[src/rtl/secret_flow_decrypt.sv]
// Receive-side secret-flow cipher: buffers words in a small fallthrough FIFO,
// validates IPv4/UDP headers and XOR-decrypts the UDP payload with a per-packet key.

module secret_flow_fifo #(
    parameter int WIDTH      = 72,
    parameter int DEPTH_BITS = 2
) (
    input  logic             clk,
    input  logic             reset,
    input  logic [WIDTH-1:0] wr_data,
    input  logic             wr_en,
    input  logic             rd_en,
    output logic [WIDTH-1:0] rd_data,
    output logic             empty,
    output logic             nearly_full
);
    localparam int DEPTH = 1 << DEPTH_BITS;
    localparam logic [DEPTH_BITS:0]   FULL_LEVEL = {1'b1, {DEPTH_BITS{1'b0}}};
    localparam logic [DEPTH_BITS:0]   COUNT_ONE  = (DEPTH_BITS + 1)'(1);
    localparam logic [DEPTH_BITS-1:0] PTR_ONE    = DEPTH_BITS'(1);

    logic [WIDTH-1:0]      mem [DEPTH];
    logic [DEPTH_BITS-1:0] wr_ptr;
    logic [DEPTH_BITS-1:0] rd_ptr;
    logic [DEPTH_BITS:0]   count;
    logic                  full;
    logic                  wr_ok;
    logic                  rd_ok;

    assign empty       = (count == '0);
    assign full        = (count == FULL_LEVEL);
    assign nearly_full = (count >= (FULL_LEVEL - COUNT_ONE));
    assign wr_ok       = wr_en && !full;
    assign rd_ok       = rd_en && !empty;
    assign rd_data     = mem[rd_ptr];

    always_ff @(posedge clk) begin
        if (wr_ok) begin
            mem[wr_ptr] <= wr_data;
        end
    end

    // Storage is not reset; flushing only needs the pointers and occupancy cleared.
    always_ff @(posedge clk or negedge reset) begin
        if (!reset) begin
            wr_ptr <= '0;
            rd_ptr <= '0;
            count  <= '0;
        end else begin
            if (wr_ok) begin
                wr_ptr <= wr_ptr + PTR_ONE;
            end
            if (rd_ok) begin
                rd_ptr <= rd_ptr + PTR_ONE;
            end
            case ({wr_ok, rd_ok})
                2'b10:   count <= count + COUNT_ONE;
                2'b01:   count <= count - COUNT_ONE;
                default: count <= count;
            endcase
        end
    end
endmodule

module secret_flow_decrypt #(
    parameter int DATA_WIDTH      = 64,
    parameter int CTRL_WIDTH      = DATA_WIDTH / 8,
    parameter int CNT_WIDTH       = 32,
    parameter int ZERO_UDP_CSUM   = 1,
    parameter int FIFO_DEPTH_BITS = 2
) (
    input  logic                  clk,
    input  logic                  reset,
    input  logic [DATA_WIDTH-1:0] in_data,
    input  logic [CTRL_WIDTH-1:0] in_ctrl,
    input  logic                  in_wr,
    output logic                  in_rdy,
    output logic [DATA_WIDTH-1:0] out_data,
    output logic [CTRL_WIDTH-1:0] out_ctrl,
    output logic                  out_wr,
    input  logic                  out_rdy,
    input  logic [31:0]           key,
    input  logic                  enable,
    output logic [CNT_WIDTH-1:0]  decrypt_cnt,
    output logic [CNT_WIDTH-1:0]  bypass_cnt
);
    localparam logic [2:0] S_MOD_HDR = 3'd0;
    localparam logic [2:0] S_ETH_IP  = 3'd1;
    localparam logic [2:0] S_UDP_HDR = 3'd2;
    localparam logic [2:0] S_XOR     = 3'd3;
    localparam logic [2:0] S_PASS    = 3'd4;

    localparam logic [CNT_WIDTH-1:0] CNT_ONE = CNT_WIDTH'(1);

    logic [CTRL_WIDTH+DATA_WIDTH-1:0] head_word;
    logic [DATA_WIDTH-1:0]            head_data;
    logic [CTRL_WIDTH-1:0]            head_ctrl;
    logic                             fifo_empty;
    logic                             fifo_nearly_full;
    logic                             rd_en;
    logic                             head_is_body;

    logic [2:0]            state;
    logic [2:0]            next_state;
    logic [2:0]            word_idx;
    logic [31:0]           key_l;
    logic                  pkt_ok;
    logic                  eth_hdr_ok;
    logic                  proto_ok;
    logic [DATA_WIDTH-1:0] key_mask;
    logic [DATA_WIDTH-1:0] csum_word;
    logic [DATA_WIDTH-1:0] proc_data;
    logic                  count_decrypt;
    logic                  count_bypass;
    logic                  pkt_last;

    secret_flow_fifo #(
        .WIDTH      (CTRL_WIDTH + DATA_WIDTH),
        .DEPTH_BITS (FIFO_DEPTH_BITS)
    ) u_fifo (
        .clk         (clk),
        .reset       (reset),
        .wr_data     ({in_ctrl, in_data}),
        .wr_en       (in_wr),
        .rd_en       (rd_en),
        .rd_data     (head_word),
        .empty       (fifo_empty),
        .nearly_full (fifo_nearly_full)
    );

    assign in_rdy       = !fifo_nearly_full;
    assign rd_en        = !fifo_empty && out_rdy;
    assign head_ctrl    = head_word[DATA_WIDTH +: CTRL_WIDTH];
    assign head_data    = head_word[DATA_WIDTH-1:0];
    assign head_is_body = (head_ctrl == '0);

    assign eth_hdr_ok = (head_data[31:16] == 16'h0800) && (head_data[15:8] == 8'h45);
    assign proto_ok   = (head_data[7:0] == 8'h11);
    assign key_mask   = {key_l, key_l};
    assign csum_word  = {(ZERO_UDP_CSUM != 0) ? 16'h0000 : head_data[63:48],
                         head_data[47:0] ^ {key_l[15:0], key_l}};
    assign pkt_last   = count_decrypt || count_bypass;

    // A ctrl!=0 word outside MOD_HDR always ends the packet; in ETH_IP/UDP_HDR it is a runt.
    always_comb begin
        next_state    = state;
        proc_data     = head_data;
        count_decrypt = 1'b0;
        count_bypass  = 1'b0;
        case (state)
            S_MOD_HDR: begin
                if (head_is_body) begin
                    next_state = S_ETH_IP;
                end
            end
            S_ETH_IP: begin
                if (!head_is_body) begin
                    next_state   = S_MOD_HDR;
                    count_bypass = 1'b1;
                end else if (word_idx == 3'd3) begin
                    next_state = (pkt_ok && proto_ok) ? S_UDP_HDR : S_PASS;
                end
            end
            S_UDP_HDR: begin
                if (!head_is_body) begin
                    next_state   = S_MOD_HDR;
                    count_bypass = 1'b1;
                end else if (word_idx == 3'd6) begin
                    proc_data  = csum_word;
                    next_state = S_XOR;
                end
            end
            S_XOR: begin
                proc_data = head_data ^ key_mask;
                if (!head_is_body) begin
                    next_state    = S_MOD_HDR;
                    count_decrypt = 1'b1;
                end
            end
            S_PASS: begin
                if (!head_is_body) begin
                    next_state   = S_MOD_HDR;
                    count_bypass = 1'b1;
                end
            end
            default: begin
                next_state = S_MOD_HDR;
            end
        endcase
    end

    // Key and enable are sampled once, at the packet's first ctrl==0 word.
    always_ff @(posedge clk or negedge reset) begin
        if (!reset) begin
            state    <= S_MOD_HDR;
            word_idx <= 3'd1;
            key_l    <= '0;
            pkt_ok   <= 1'b0;
        end else if (rd_en) begin
            state <= next_state;
            if (state == S_MOD_HDR && head_is_body) begin
                key_l    <= key;
                pkt_ok   <= enable;
                word_idx <= 3'd2;
            end else if ((state == S_ETH_IP || state == S_UDP_HDR) && head_is_body) begin
                word_idx <= word_idx + 3'd1;
                if (state == S_ETH_IP && word_idx == 3'd2) begin
                    pkt_ok <= pkt_ok && eth_hdr_ok;
                end
            end
            if (pkt_last) begin
                word_idx <= 3'd1;
            end
        end
    end

    always_ff @(posedge clk or negedge reset) begin
        if (!reset) begin
            out_wr   <= 1'b0;
            out_data <= '0;
            out_ctrl <= '0;
        end else begin
            out_wr <= rd_en;
            if (rd_en) begin
                out_data <= proc_data;
                out_ctrl <= head_ctrl;
            end
        end
    end

    always_ff @(posedge clk or negedge reset) begin
        if (!reset) begin
            decrypt_cnt <= '0;
            bypass_cnt  <= '0;
        end else if (rd_en) begin
            if (count_decrypt) begin
                decrypt_cnt <= decrypt_cnt + CNT_ONE;
            end
            if (count_bypass) begin
                bypass_cnt <= bypass_cnt + CNT_ONE;
            end
        end
    end
endmodule

[config.mk]
export PLATFORM = sky130hd
export DESIGN_NAME = secret_flow_decrypt
export DESIGN_NICKNAME = d
export VERILOG_FILES = /design/src/rtl/secret_flow_decrypt.sv
export SDC_FILE = /design/constraint.sdc
export NUM_CORES = 1
export LEC_CHECK = 0
export ABC_AREA = 1
export BUFFER_PORTS_ARGS = -buffer_cell sky130_fd_sc_hd__buf_4
export CORE_MARGIN = 2
export CORE_UTILIZATION = 59
export DETAILED_ROUTE_END_ITERATION = 6
export GPL_TIMING_DRIVEN = 0
export HOLD_SLACK_MARGIN = 0.02
export PLACE_DENSITY = 0.81
export SYNTH_ARGS = -nofsm -noshare
export SYNTH_HDL_FRONTEND = slang
export SYNTH_SLANG_ARGS = --single-unit
[constraint.sdc]
create_clock -name clk -period 6.1 [get_ports clk]
set_clock_uncertainty 0.1 [all_clocks]
set_input_delay 0.61 -clock clk [delete_from_list [all_inputs] [get_ports clk]]
set_output_delay 0.61 -clock clk [all_outputs]
set_load 0.02 [all_outputs]
==> reports/metrics.cfg, run 1 <==
[floorplan]
die-area_sq_um = 39500
core_area_sq_um = 37500
die_h_um = 199
rows = 71
start_util_pct = 59.7
fp.dieW_um = 199
ios = 247

[final_layout]
n_antenna_cell = 0
fillCellCount = 2893
nets = 2924
drive_gt1_share_pct = 13.9
synthToLayoutAreaGrowth_pct = 19.3
final_core_util_pct = 71.2
multi_input_area_sq_um = 8050
seq_area_sq_um = 13200
design_area_sq_um = 26700

[pwr]
power_per_cell_area_nw_per_um2 = 475
power_frac_seq_pct = 36.2
swShare_pct = 41.3
leakage_nw = 11.7
combinationalPowerShare_pct = 40.6
max-vdd-ir-drop_mv = 0.300
power.share.clock_pct = 23.2
total_power_mw = 12.7
p_sw_mw = 5.24
p_int_mw = 7.44

[routing]
wire_per_inst_um = 21.3
via_count = 19916
initialDrtViolationCount = 2476
drc = 0
dr.pass1.iters = 6
wirelength_um = 71300
drtAntennaViolNets = 0
vias_per_cell = 5.94

[global_route]
first_global_vias = 19440
busiest_layer = met2
grt.met3_usage_pct = 5.43
grt_pass1_wl_um = 107000
grt_max_degree = 111
grt.total_usage_pct = 36.1
antenna_found_initial = 0
grt_use_met1_pct = 46.9
grt-ovfl-total = 0
met2_usage_pct = 59.2

[setup_path]
rr_startpoint = u_fifo.count[0]
end_kind = flip-flop
worstPathRequired_ps = 6460
worst_setup_path_start_kind = flip-flop
rrSetupSlack_ps = 2300
worstPathMaxFanout = 11
max_stage_delay_ps = 870
crit_family = buffers and inverters
slowest_stage = clkbuf_1
crit_top_cell = inv_1
crit_chain = inv_1, nand3_1, nand2_1, inv_1, clkbuf_1, clkbuf_1, ha_1, inv_1, fa_1, a21oi_1, o21ai_0, xor2_1
arrival_ps = 4160
critical_path_buf_inv_count = 5
startpoint = u_fifo.count[0]
worstSetupPathType = flip-flop to flip-flop

[synth]
synth_nets = 2615
synth_area_leader_cell = edfxtp_1
synth_seq_area_share_pct = 59.1
synth_cells = 2495
netlist_top_cells_area = edfxtp_1 39%, dfrtp_1 20%, nand2_1 14%, nand3_1 5.2%, nor2_1 3.6%
ys_warn_count = 0
ys_ff_latch = 471
synth_top_area_share_pct = 38.6
synth_area_sq_um = 22400
ys_types = 35
postSynthAreaPerCell_sq_um = 8.97

[clocking]
htreeDepth = 2
cts_buffers = 48
cts_setup_buffers = 0
clock-sinks = 471
cts_tree = yes
path_clk_slew_ps = 60
cts_root_buf = clkbuf_16
insertion_delay_ps = 590
cts_buffer_depth = 3

[timing]
period_share_pct = 62.3
slew_violations = 0
rsz0062_at_grt = no
report.final.hold_viol_count = 0
setup_violations = 0
fin_setup_tns_ps = 0
tightest_slew_ps = 1120
maxSlewHeadroom_pct = 25.4
max_freq_mhz = 263
setup_slack_ps = 2300
min_period_ps = 3800

[run_status]
status = finished clean

[placed_design]
gp_congestion = 0.989
io_buffers = 246
dpl.hpwl_um = 49700
pre_cts_slack_ps = 2350
placed_area_sq_um = 25200

[flow_run]
maxCapViolations = 0

[hold_path]
hp-class = input pin to flip-flop
hold_start = in_data[16]

-- layout make-up --
class	instances	area share [%]
flip-flops and latches	471	49.5
clock inverters	25	0.928
multi-input cells	1748	30.1
inverters	156	2.19
plain buffers	120	2.06
repair buffers	259	7.94
well taps	511	2.39
clock buffers	62	4.81
-- cell usage after synthesis, drive strengths merged --
cell type and count:
a211oi 1, a21oi 89, and2 2, buf 62, clkbuf 58, dfrtp 182, dfstp 1, edfxtp 288
fa 1, ha 10, inv 156, nand2 855, nand3 232, nand3b 3, nand4 20, nor2 216
nor3 44, nor4 1, o211ai 49, o21ai 128, o22a 16, o22ai 16, o31ai 1, xnor2 14
xor2 50
-- worst reg2reg max path, cell delays in order (launching register included) --
cell and delay (ps):
dfrtp_1 420, inv_1 100, nand3_1 80, nand2_1 320
inv_1 310, clkbuf_1 340, clkbuf_1 880, ha_1 280
inv_1 70, fa_1 380, a21oi_1 140, o21ai_0 100
xor2_1 150
-- power by group through the flow --
stage                     logic (mW)  registers (mW)  clock network (mW)
after floorplan                 2.76            4.87                   0
after global placement          4.69            4.71                   0
after detailed placement        4.98            4.63                   0
after CTS                       5.03            4.58                2.95
after global routing            5.56            4.64                3.07
final                           5.15            4.60                2.94
-- placed cells by master, fill, tap and decap left out, drive strengths merged --
cell type and instances:
nand2 855, buf 320, edfxtp 288, nand3 232, nor2 216, dfrtp 182, inv 156, o21ai 128
clkbuf 120, a21oi 89, xor2 50, o211ai 49, nor3 44, nand4 20, clkinv 17, o22a 16
o22ai 16, xnor2 14, ha 10, bufinv 5, nand3b 3, clkinvlp 3, and2 2, o31ai 1
a211oi 1, nor4 1, fa 1, dlygate4sd3 1, dfstp 1
-- metrics by stage --
step | hold slack (ps) | cells
after floorplan | 214 | 2495
after global placement | 367 | 3252
after detailed placement | 368 | 3264
after CTS | 99.4 | 3352
after global routing | 113 | 3352
final | 121 | 3352
-- sequential cells by signal (all words and copies together), names as in the netlist --
register / flops
word_idx: 3
bypass_cnt: 32
decrypt_cnt: 32
u_fifo.rd_ptr: 2
out_wr: 1
state: 3
out_ctrl: 8
u_fifo.mem: 288
key_l: 32
u_fifo.wr_ptr: 2
out_data: 64
u_fifo.count: 3
pkt_ok: 1
-- routing by layer --
layer  wire length (um)  up-vias  part of all wire [%]
met2              33900     1340                    48
met3               7930      242                    11
li1                   -     8942                     -
met5                  0        -                     0
met4               3700        0                   5.2
met1              25800     9392                    36
-- final timing paths --
| path | endpoint | depth (start not counted) |
|---|---|---|
| min in group asynchronous | decrypt_cnt[12] | 2 |
| hold / removal | u_fifo.mem[1][16] | 1 |
| max in group asynchronous | key_l[4] | 3 |
| hold reg to reg | out_data[57] | 2 |
| setup reg to reg | u_fifo.count[2] | 12 |
| setup / recovery | u_fifo.count[2] | 12 |
-- cells by family (layout without fill, tap and decap cells) --
group | count (synthesis) | count (layout) | share of synthesized area [%]
simple gates | 1373 | 1373 | 25.0
flops | 471 | 471 | 59.1
compound gates | 300 | 300 | 7.65
buf+inv | 276 | 622 | 5.08
xor+xnor | 64 | 64 | 2.50
fa+ha+maj | 11 | 11 | 0.648
-- timing repair --
action | CTS | global route
gates resized for setup | 0 | 0
hold buffers | 1 | 0
endpoints found under the hold margin | 73 | 0
Note: power is estimated with default switching activity, not from simulation.
==> inputs of run 2 (changes only) <==
--- a/config.mk
+++ b/config.mk
@@ -8,11 +8,11 @@
 export ABC_AREA = 1
 export BUFFER_PORTS_ARGS = -buffer_cell sky130_fd_sc_hd__buf_4
 export CORE_MARGIN = 2
-export CORE_UTILIZATION = 59
+export CORE_UTILIZATION = 53
 export DETAILED_ROUTE_END_ITERATION = 6
 export GPL_TIMING_DRIVEN = 0
 export HOLD_SLACK_MARGIN = 0.02
-export PLACE_DENSITY = 0.81
+export PLACE_DENSITY = 0.77
 export SYNTH_ARGS = -nofsm -noshare
 export SYNTH_HDL_FRONTEND = slang
 export SYNTH_SLANG_ARGS = --single-unit
==> constraint.sdc (replaced) <==
create_clock -name clk -period 3.32 [get_ports clk]
set_clock_uncertainty 0.1 [all_clocks]
set_input_delay 0.332 -clock clk [delete_from_list [all_inputs] [get_ports clk]]
set_output_delay 0.332 -clock clk [all_outputs]
set_load 0.02 [all_outputs]
==> reports/metrics.cfg, run 2 (synthesis gave the netlist of run 1 again) <==
[final_layout]
final_core_util_pct = 67.0  ; -4.3 points
seq_area_sq_um = 13200  ; unchanged
top_regs = u_fifo.mem: 288 flops, out_data: 64 flops
largest_reg_flops = 288  ; unchanged
fillCellCount = 3276  ; +13%
drive_gt1_share_pct = 13.9  ; -0.034 points
synthToLayoutAreaGrowth_pct = 25.2
final_common_cell = nand2_1
nets = 3027  ; +3.5%
final_cell_mix = 852 x nand2_1, 288 x edfxtp_1, 253 x buf_4
multi_input_area_sq_um = 8050  ; unchanged
top_register = u_fifo.mem

[pwr]
p_int_mw = 14.4  ; +93%
combinationalPowerShare_pct = 39.4  ; -1.2 points
power.share.clock_pct = 25.7  ; +2.5 points
p_sw_mw = 9.76  ; +86%
total_power_mw = 24.1  ; +90%
power_per_cell_area_nw_per_um2 = 861  ; +81%
power_frac_seq_pct = 34.9  ; -1.3 points
max-vdd-ir-drop_mv = 0.515  ; +72%
swShare_pct = 40.4  ; -0.90 points
leakage_nw = 12.2  ; +4.7%

[routing]
wirelength_um = 73200  ; +2.7%
via_count = 20473  ; +2.8%
drc = 0  ; unchanged
drtAntennaViolNets = 0  ; unchanged
wire_per_inst_um = 21.0  ; -1.4%
initialDrtViolationCount = 2314  ; -6.5%
vias_per_cell = 5.86  ; -1.3%
dr.pass1.iters = 6  ; unchanged

[setup_path]
crit_chain = inv_1, nand3_1, nand2_1, inv_1, clkbuf_4, ha_1, inv_1, fa_1, a21oi_1, o21ai_0, xor2_1
slowest_stage = inv_1
cp_num_cells = 11  ; -1
crit_family = buffers and inverters
startpoint = u_fifo.count[0]
worstPathMaxFanout = 13  ; +2
critical_path_buf_inv_count = 4  ; -1
worst_setup_path_start_kind = flip-flop
r2r-end = u_fifo.count[2]
arrival_ps = 3410  ; -750 ps
worstSetupPathType = flip-flop to flip-flop
rr_worst_depth = 11  ; -1
crit_end = u_fifo.count[2]
rrSetupSlack_ps = 280  ; -2010 ps
crit_top_cell = inv_1
end_kind = flip-flop
max_stage_delay_ps = 440  ; -430 ps
rr_startpoint = u_fifo.count[0]
worstPathRequired_ps = 3700  ; -2760 ps

[timing]
tightest_slew_ps = 1030  ; -83.7 ps
slew_violations = 0  ; unchanged
hold_ws_ps = 150  ; +29.1 ps
report.final.hold_viol_count = 0  ; unchanged
max_freq_mhz = 329  ; +25%
rsz0062_at_grt = no
period_share_pct = 91.4  ; +29 points
maxSlewHeadroom_pct = 30.6  ; +5.2 points
min_period_ps = 3040  ; -766 ps
setup_violations = 0  ; unchanged
setup_slack_ps = 284  ; -2010 ps

[clocking]
cts_tree = yes
path_clk_slew_ps = 60  ; about the same
cts_buffers = 50  ; +4.2%
cts_buffer_depth = 3  ; unchanged
clock-sinks = 471  ; unchanged
cts_root_buf = clkbuf_16
cts_setup_buffers = 0  ; unchanged
insertion_delay_ps = 600  ; about the same
htreeDepth = 2  ; unchanged

[global_route]
grt.total_usage_pct = 33.1  ; -3.1 points
grt-ovfl-total = 0  ; unchanged
antenna_found_initial = 4  ; +4
first_global_vias = 19732  ; +1.5%
grt_pass1_wl_um = 111000  ; +3.5%
grt_max_degree = 110  ; -0.90%

[placed_design]
gp_congestion = 0.967  ; -2.2%
io_buffers = 246  ; unchanged
pre_cts_slack_ps = -295  ; -2650 ps
dpl.hpwl_um = 50000  ; +0.58%

[floorplan]
die-area_sq_um = 43900  ; +11%
fp.dieW_um = 209  ; +5.4%
rows = 75  ; +5.6%
ios = 247  ; unchanged
die_h_um = 209  ; +5.4%
start_util_pct = 53.5  ; -6.2 points
core_area_sq_um = 41900  ; +12%

[hold_path]
hp-class = input pin to flip-flop

[run_status]
status = finished clean

[flow_run]
maxCapViolations = 0  ; unchanged

## run 2: worst reg2reg max path: stages, from the launching register on
cell and delay [ps]:
dfrtp_1 420, inv_1 100, nand3_1 90, nand2_1 270
inv_1 440, clkbuf_4 420, ha_1 200, inv_1 80
fa_1 390, a21oi_1 150, o21ai_0 110, xor2_1 150
## run 2: how the worst min path moves through the flow
| stage | startpoint | to | slack, ps | cells after the start |
|---|---|---|---|---|
| after floorplan | reset | bypass_cnt[0] | -60 | 0 |
| after global placement | out_data[52] | out_data[52] | 370 | 2 |
| after detailed placement | reset | decrypt_cnt[12] | 260 | 1 |
| after CTS | in_wr | u_fifo.wr_ptr[1] | 130 | 4 |
| after global routing | in_wr | u_fifo.wr_ptr[1] | 180 | 4 |
| final | in_wr | u_fifo.wr_ptr[1] | 150 | 4 |
## run 2: layout make-up
| class | instances | share of cell area, % |
|---|---|---|
| Antenna cell | 3 | 0.0268 |
| Buffer | 119 | 1.96 |
| Clock buffer | 60 | 4.83 |
| Clock inverter | 34 | 1.67 |
| Inverter | 156 | 2.09 |
| Multi-Input combinational cell | 1748 | 28.7 |
| Sequential cell | 471 | 47.2 |
| Tap cell | 539 | 2.41 |
| Timing Repair Buffer | 361 | 11.1 |
## run 2: routing by layer
layer | up-vias | global-route usage [%] | share of wire [%]
met5 | - | 0 | 0.015
li1 | 9170 | - | -
met4 | 2 | 17.2 | 5.0
met1 | 9769 | 44.0 | 39
met3 | 235 | 5.04 | 9.7
met2 | 1297 | 53.0 | 46
## run 2: per-stage QoR
step                      setup TNS (ps)  instances  instance area, sq um
after floorplan                  -274010       2495                 22400
after global placement          -1015720       3280                 24900
after detailed placement            -344       3289                 25100
after CTS                              0       3489                 28000
after global routing                   0       3490                 28000
final                                  0       3491                 28000
## run 2: power by group through the flow
| stage | Combinational [mW] | Clock, mW | Sequential [mW] |
|---|---|---|---|
| 3_5_place_dp | 9.10 | 0 | 8.49 |
| 3_3_place_gp | 8.63 | 0 | 8.61 |
| 4_1_cts | 9.28 | 6.22 | 8.39 |
| 5_1_grt | 10.3 | 6.44 | 8.52 |
| 6_report | 9.51 | 6.20 | 8.42 |
| 2_1_floorplan | 5.07 | 0 | 8.95 |
## run 2: what timing repair did
item | 4_1_cts | 5_1_grt
setup endpoints to repair | 2 | 1
resized for setup | 1 | 2
endpoints found under the hold margin | 395 | 0
hold buffers | 106 | 0
